**src/rtl/alu_z_stage.sv**
```systemverilog
// alu_z_stage
// Result-capture stage behind the ALU. On an accepted z_in strobe it latches
// the ALU low/high results into the Z register pair (ZLO/ZHI) and the adder
// carry into carry_flag. DIV is decoded by the ALU but computed here by an
// iterative signed restoring divider (one quotient bit per cycle).
//
// Ports:
//   clk, clr        - rising-edge clock, asynchronous active-high reset
//   alu_instruc     - one-hot ALU select (bit0 AND ... bit5 DIV ... bit12 NOT)
//   alu_result      - ALU low result
//   alu_result_hi   - ALU high result (MUL only)
//   alu_carry       - ALU adder carry-out
//   operand_a/b     - dividend / divisor (same values the ALU sees)
//   z_in            - capture/start strobe; ignored while busy
//   zlo_out/zhi_out - Z register pair
//   carry_flag      - carry captured on the last ADD/SUB
//   busy            - divider active
//   done            - one-cycle pulse after the Z registers were written
//   div_by_zero     - sticky; set by DIV with operand_b==0, cleared by next accepted z_in
module alu_z_stage #(
  parameter int WIDTH = 32
) (
  input  logic             clk,
  input  logic             clr,
  input  logic [12:0]      alu_instruc,
  input  logic [WIDTH-1:0] alu_result,
  input  logic [WIDTH-1:0] alu_result_hi,
  input  logic             alu_carry,
  input  logic [WIDTH-1:0] operand_a,
  input  logic [WIDTH-1:0] operand_b,
  input  logic             z_in,
  output logic [WIDTH-1:0] zlo_out,
  output logic [WIDTH-1:0] zhi_out,
  output logic             carry_flag,
  output logic             busy,
  output logic             done,
  output logic             div_by_zero
);

  localparam int CNT_W  = $clog2(WIDTH) + 1;
  localparam int OP_ADD = 2;
  localparam int OP_SUB = 3;
  localparam int OP_MUL = 4;
  localparam int OP_DIV = 5;

  typedef enum logic [1:0] {IDLE, DIV_RUN, DIV_FIX} state_t;

  state_t           state, state_nxt;
  logic [CNT_W-1:0] cnt;
  logic [WIDTH-1:0] rem, quo, dvs;
  logic             q_neg, r_neg, dbz_pend;

  logic             accept, is_onehot, is_div, step_ok;
  logic [WIDTH:0]   trial;
  logic [WIDTH-1:0] rem_sh;

  // Magnitude of a signed value; the most-negative value maps to its own
  // unsigned pattern, which is exactly the magnitude in WIDTH unsigned bits.
  function automatic logic [WIDTH-1:0] mag(input logic signed [WIDTH-1:0] v);
    return v[WIDTH-1] ? $unsigned(-v) : $unsigned(v);
  endfunction

  // Two's-complement negate when s is set (wraps for the most-negative value).
  function automatic logic [WIDTH-1:0] apply_sign(input logic [WIDTH-1:0] v,
                                                  input logic s);
    return s ? ((~v) + WIDTH'(1)) : v;
  endfunction

  assign accept    = (state == IDLE) && z_in;
  assign is_onehot = (alu_instruc != '0) &&
                     ((alu_instruc & (alu_instruc - 13'd1)) == '0);
  assign is_div    = is_onehot && alu_instruc[OP_DIV];
  assign busy      = (state != IDLE);

  // Restoring step: shift {rem,quo} left and trial-subtract the divisor with
  // one extra bit so the bit shifted out of rem is not lost.
  assign rem_sh  = {rem[WIDTH-2:0], quo[WIDTH-1]};
  assign trial   = {rem, quo[WIDTH-1]} - {1'b0, dvs};
  assign step_ok = ~trial[WIDTH];

  always_ff @(posedge clk or posedge clr) begin
    if (clr) state <= IDLE;
    else     state <= state_nxt;
  end

  always_comb begin
    state_nxt = state;
    case (state)
      IDLE:    if (accept && is_div)
                 state_nxt = (operand_b == '0) ? DIV_FIX : DIV_RUN;
      // cnt==1 here means this is the last of the WIDTH steps.
      DIV_RUN: if (cnt == CNT_W'(1)) state_nxt = DIV_FIX;
      DIV_FIX: state_nxt = IDLE;
      default: state_nxt = IDLE;
    endcase
  end

  always_ff @(posedge clk or posedge clr) begin
    if (clr) begin
      zlo_out     <= '0;
      zhi_out     <= '0;
      carry_flag  <= 1'b0;
      done        <= 1'b0;
      div_by_zero <= 1'b0;
      cnt         <= '0;
      rem         <= '0;
      quo         <= '0;
      dvs         <= '0;
      q_neg       <= 1'b0;
      r_neg       <= 1'b0;
      dbz_pend    <= 1'b0;
    end else begin
      done <= 1'b0;
      case (state)
        IDLE: begin
          if (accept) begin
            div_by_zero <= 1'b0;
            if (is_div) begin
              if (operand_b == '0) begin
                // Preload so DIV_FIX emits all-ones / raw dividend unsigned.
                rem      <= operand_a;
                quo      <= '1;
                dvs      <= '0;
                q_neg    <= 1'b0;
                r_neg    <= 1'b0;
                dbz_pend <= 1'b1;
                cnt      <= '0;
              end else begin
                rem      <= '0;
                quo      <= mag(operand_a);
                dvs      <= mag(operand_b);
                q_neg    <= operand_a[WIDTH-1] ^ operand_b[WIDTH-1];
                r_neg    <= operand_a[WIDTH-1];
                dbz_pend <= 1'b0;
                cnt      <= CNT_W'(WIDTH);
              end
            end else if (is_onehot) begin
              zlo_out <= alu_result;
              zhi_out <= alu_instruc[OP_MUL] ? alu_result_hi : '0;
              if (alu_instruc[OP_ADD] || alu_instruc[OP_SUB])
                carry_flag <= alu_carry;
              done <= 1'b1;
            end else begin
              // Illegal select: clear Z but still acknowledge the strobe.
              zlo_out <= '0;
              zhi_out <= '0;
              done    <= 1'b1;
            end
          end
        end
        DIV_RUN: begin
          rem <= step_ok ? trial[WIDTH-1:0] : rem_sh;
          quo <= {quo[WIDTH-2:0], step_ok};
          cnt <= cnt - CNT_W'(1);
        end
        DIV_FIX: begin
          zlo_out     <= apply_sign(quo, q_neg);
          zhi_out     <= apply_sign(rem, r_neg);
          div_by_zero <= dbz_pend;
          done        <= 1'b1;
        end
        default: ;
      endcase
    end
  end

endmodule

```
**config.mk**
```make
export PLATFORM = sky130hd
export DESIGN_NAME = alu_z_stage
export DESIGN_NICKNAME = d
export VERILOG_FILES = /design/src/rtl/alu_z_stage.sv
export SDC_FILE = /design/constraint.sdc
export NUM_CORES = 1
export LEC_CHECK = 0
export BUFFER_PORTS_ARGS = -buffer_cell sky130_fd_sc_hd__buf_2
export CORE_MARGIN = 1
export CORE_UTILIZATION = 45
export DETAILED_ROUTE_END_ITERATION = 16
export PLACE_DENSITY = 0.74
export RECOVER_POWER = 100
export SLEW_MARGIN = 20
export SYNTH_ARGS = -nofsm -noshare
export SYNTH_HDL_FRONTEND = slang
export SYNTH_SLANG_ARGS = --single-unit
```
**constraint.sdc**
```tcl
create_clock -name clk -period 10.9 [get_ports clk]
set_input_delay 0 -clock clk [delete_from_list [all_inputs] [get_ports clk]]
set_output_delay 0 -clock clk [all_outputs]
set_load 0.01 [all_outputs]
```
==> metrics.md <==
| Metric | Value |
|---|---|
| Fraction of power spent switching nets | 43.47% |
| First-pass GRT wire length | 58770 um |
| Final count of pins violating max slew | 389 |
| Synthesized instance count | 1426 |
| Post-synth ARST share | 100.0% |
| Layout Nets | 1892 |
| Number of iterations in the first detailed-routing pass | 5 |
| Post-synthesis cell area | 11830 um2 |
| Post-layout instance count excluding filler cells | 2057 |
| Number of vias per cell after detailed routing | 5.821 |
| Post-route DRC | 0 |
| Post-synth top flop | dfrtp_1 |
| Sum of negative setup slack | 0 ps |
| Sum of net half-perimeters after detailed placement | 26270 um |
| Total power divided by cell area | 218.7 nW/um2 |
| Fmax achieved | 151.5 MHz |
| DRT iter0 DRCs | 1320 |
| Period utilization | 60.55% |
| Insertion delay of the later-clocked pin in the worst-skew pair | 440 ps |
| CTS Root Buffer Type | clkbuf_16 |
| Final critical-path setup slack | 4300 ps |
| Violations in the final reports | max-capacitance violations, max-slew violations |
| Vias in the first global route | 11.20k |
| Fraction of final layout cells sized beyond drive strength 1 | 11.86% |
| Share of total power in the clock network | 20.7% |
| Power after layout | 3.264 mW |
| Standard cell core area | 25470 um2 |
| Total congestion overflow | 0 |
| Synthesis Warnings | 0 |
| Part of the total power dissipated in combinational logic | 44.9% |
| Final core utilization | 58.60% |
| Number of antenna-violating nets in the routed design | 0 |
| Count of max-cap constraint violations | 7 |
| Final critical-path required period | 6600 ps |
| Port bufs | 212 |
| Type of element capturing the critical path | flip-flop |
| Worst Path Arrival | 6920 ps |
| Hold Worst Slack | 34.92 ps |
| Number of synthesized register bits | 174 |
| Sort of element at the start of the critical path | input pin |
| Layout Cell Area excl Fill | 14930 um2 |
| Number of flops mapped to enable cells by yosys | 0 |
| Area Overhead vs Synth | 26.15% |
| Outcome | finished, violations left |
| Worst EP required | 11220 ps |
| Critical Path Start | alu_instruc[1] |
| Top-Level Pins | 213 |
| Worst VDD drop | 177.7 uV |
| Proportion of power drawn by flip-flops and latches | 34.3% |
| Clock transition time at the flip-flop clock pins of the worst setup and hold paths | 70 ps |
| Sw Pwr | 1.419 mW |
| Cts bufs inserted | 17 |
| Number of antenna violations at the first check in global routing | 8 |
| Mean Syn Cell Area | 8.297 um2 |
| Clock tree from TritonCTS | yes |
| Crit Path Class | input pin to flip-flop |
| Internal power | 1.845 mW |
| Final routed wirelength across all metal layers | 37280 um |
| Yosys cell types | 70 |
| GRT Util Overall | 27.77% |
| Final hold violation count | 0 |
| Global placement routability congestion | 0.9587 |
| Die span in x | 164.1 um |
| Actual slew at the worst max-slew pin | 4372 ps |
| Placement row count | 58 |
| Die area | 26940 um2 |
| Hold Crit Start | alu_instruc[5] |
| Sinks on the clock net | 174 |
| Largest fanout on the critical path | 77 |
| Worst setup timing slack at the placement stage | 6492 ps |
| Die outline height | 164.1 um |
| Total instance count after detailed placement | 1888 |
| Resize count post-CTS | 0 |
| Leakage component of the power | 6.242 nW |
| Clock Skews | 16.99 ps |
| Worst-case clock buffer depth | 2 |
| Cell area reported after detailed placement | 13070 um2 |
| Synth Net Count | 1610 |
| Average wire per cell in the routed design | 18.12 um |
| Via Count | 11.97k |
| Number of H-tree levels | 4 |
| Slew Limit Headroom | -193.0% |
| Largest net degree at the start of global routing | 99 |
| Starting density of the core | 46.45% |
| Setup-violating endpoint count in the final report | 0 |
| Critical register-to-register path startpoint | state[1] |
| Setup repair after global routing missed its margin | false |
| Worst Hold Class | input pin to flip-flop |
| Sequential area share after synthesis | 36.80% |
[cells in the mapped netlist, types with 6 or more instances]
cell / n / area (um2)
a31oi_1: 22 / 137.6
nor2b_1: 6 / 37.54
a221o_1: 28 / 280.3
and3_1: 8 / 50.05
nor4_1: 11 / 68.82
o21ai_0: 61 / 305.3
xnor2_1: 57 / 499.2
or4_1: 16 / 120.1
nand2b_1: 17 / 106.4
o21a_1: 10 / 75.07
a21o_1: 11 / 82.58
ha_1: 38 / 475.5
or2_2: 8 / 50.05
nand2_1: 165 / 619.3
inv_1: 61 / 229.0
o41ai_1: 18 / 157.7
a32oi_1: 6 / 52.55
xor2_1: 90 / 788.3
nor2_1: 110 / 412.9
o21ai_1: 74 / 370.4
o22ai_1: 49 / 306.5
a21oi_1: 86 / 430.4
buf_1: 6 / 22.52
a221oi_1: 13 / 113.9
o31ai_1: 35 / 262.8
nand3_1: 55 / 275.3
dfrtp_1: 174 / 4354
nor3_1: 19 / 95.09
clkbuf_1: 80 / 300.3
or3_1: 15 / 93.84
[cells in the final DEF (no fill, tap or decap), types with 57 or more instances in the layout]
cell,Yosys,routed
a21oi_1,86,86
buf_2,5,142
clkbuf_1,80,74
dfrtp_1,174,174
dlygate4sd3_1,0,131
inv_1,61,61
nand2_1,165,165
nor2_1,110,110
o21ai_0,61,112
xnor2_1,57,57
xor2_1,90,90
[timing repair]
action,4_1_cts,5_1_grt
hold buffers,131,0
endpoints found under the hold margin,231,0
setup buffers,0,0
[cell families after synthesis]
| logic type | after synthesis | share of synthesized area (%) |
|---|---|---|
| XOR/XNOR | 147 | 10.88 |
| AO/OA/AOI/OAI | 450 | 24.49 |
| AND/OR/NAND/NOR | 455 | 18.09 |
| buffers and inverters | 154 | 4.939 |
| adder cells (fa/ha/maj) | 40 | 4.272 |
| flip-flops | 174 | 36.80 |
| multiplexers | 6 | 0.5182 |
[final timing paths]
check                               to  slack, ps  cells past startpoint
max in group asynchronous      rem[26]       7510                      4
hold reg to reg            zlo_out[22]        470                      2
hold / removal              carry_flag         30                      4
min in group asynchronous       cnt[2]       1400                      3
setup reg to reg           zhi_out[30]       5210                      6
setup / recovery           zhi_out[30]       4300                     11
[sequential cells by signal, summed over array words and instances, names as in the netlist]
register     flops
state            2
zhi_out         32
r_neg            1
done             1
carry_flag       1
quo             32
rem             32
dbz_pend         1
div_by_zero      1
zlo_out         32
q_neg            1
dvs             32
cnt              6
[layer usage]
layer  track usage [%]  share of wire (%)  vias to the layer above
li1                  -                  -                     5732
met1             39.15                 44                     5636
met2             42.27                 44                      543
met3             5.707                9.4                       60
met4             9.007                2.2                        2
met5                 0              0.035                        -
[power by group through the flow]
stage | sequential (mW) | clock [mW] | combinational, mW
final | 1.12 | 0.677 | 1.47
after global routing | 1.14 | 0.713 | 1.63
after CTS | 1.10 | 0.679 | 1.47
after detailed placement | 1.11 | 0 | 1.42
after global placement | 1.10 | 0 | 1.38
after floorplan | 1.02 | 0 | 1.10
[layout make-up]
| class | instances | area (um2) |
|---|---|---|
| timing repair buffer | 354 | 2352 |
| multi-input combinational | 1098 | 6909 |
| antenna | 7 | 17.52 |
| sequential | 174 | 4354 |
| inverter | 63 | 237.7 |
| clock inverter | 13 | 202.7 |
| tap | 330 | 412.9 |
| clock buffer | 18 | 439.2 |
| fill | 2280 | 10550 |
[worst max-delay path, stage by stage]
cell and delay [ps]:
buf_2 100, or4_1 570, or3_1 370, nor3_1 530, nand3_1 220, a21oi_1 200
or2_2 120, clkbuf_1 2140, inv_1 1250, and3_1 910, a221o_1 450
Power figures use the tool's default switching activity.
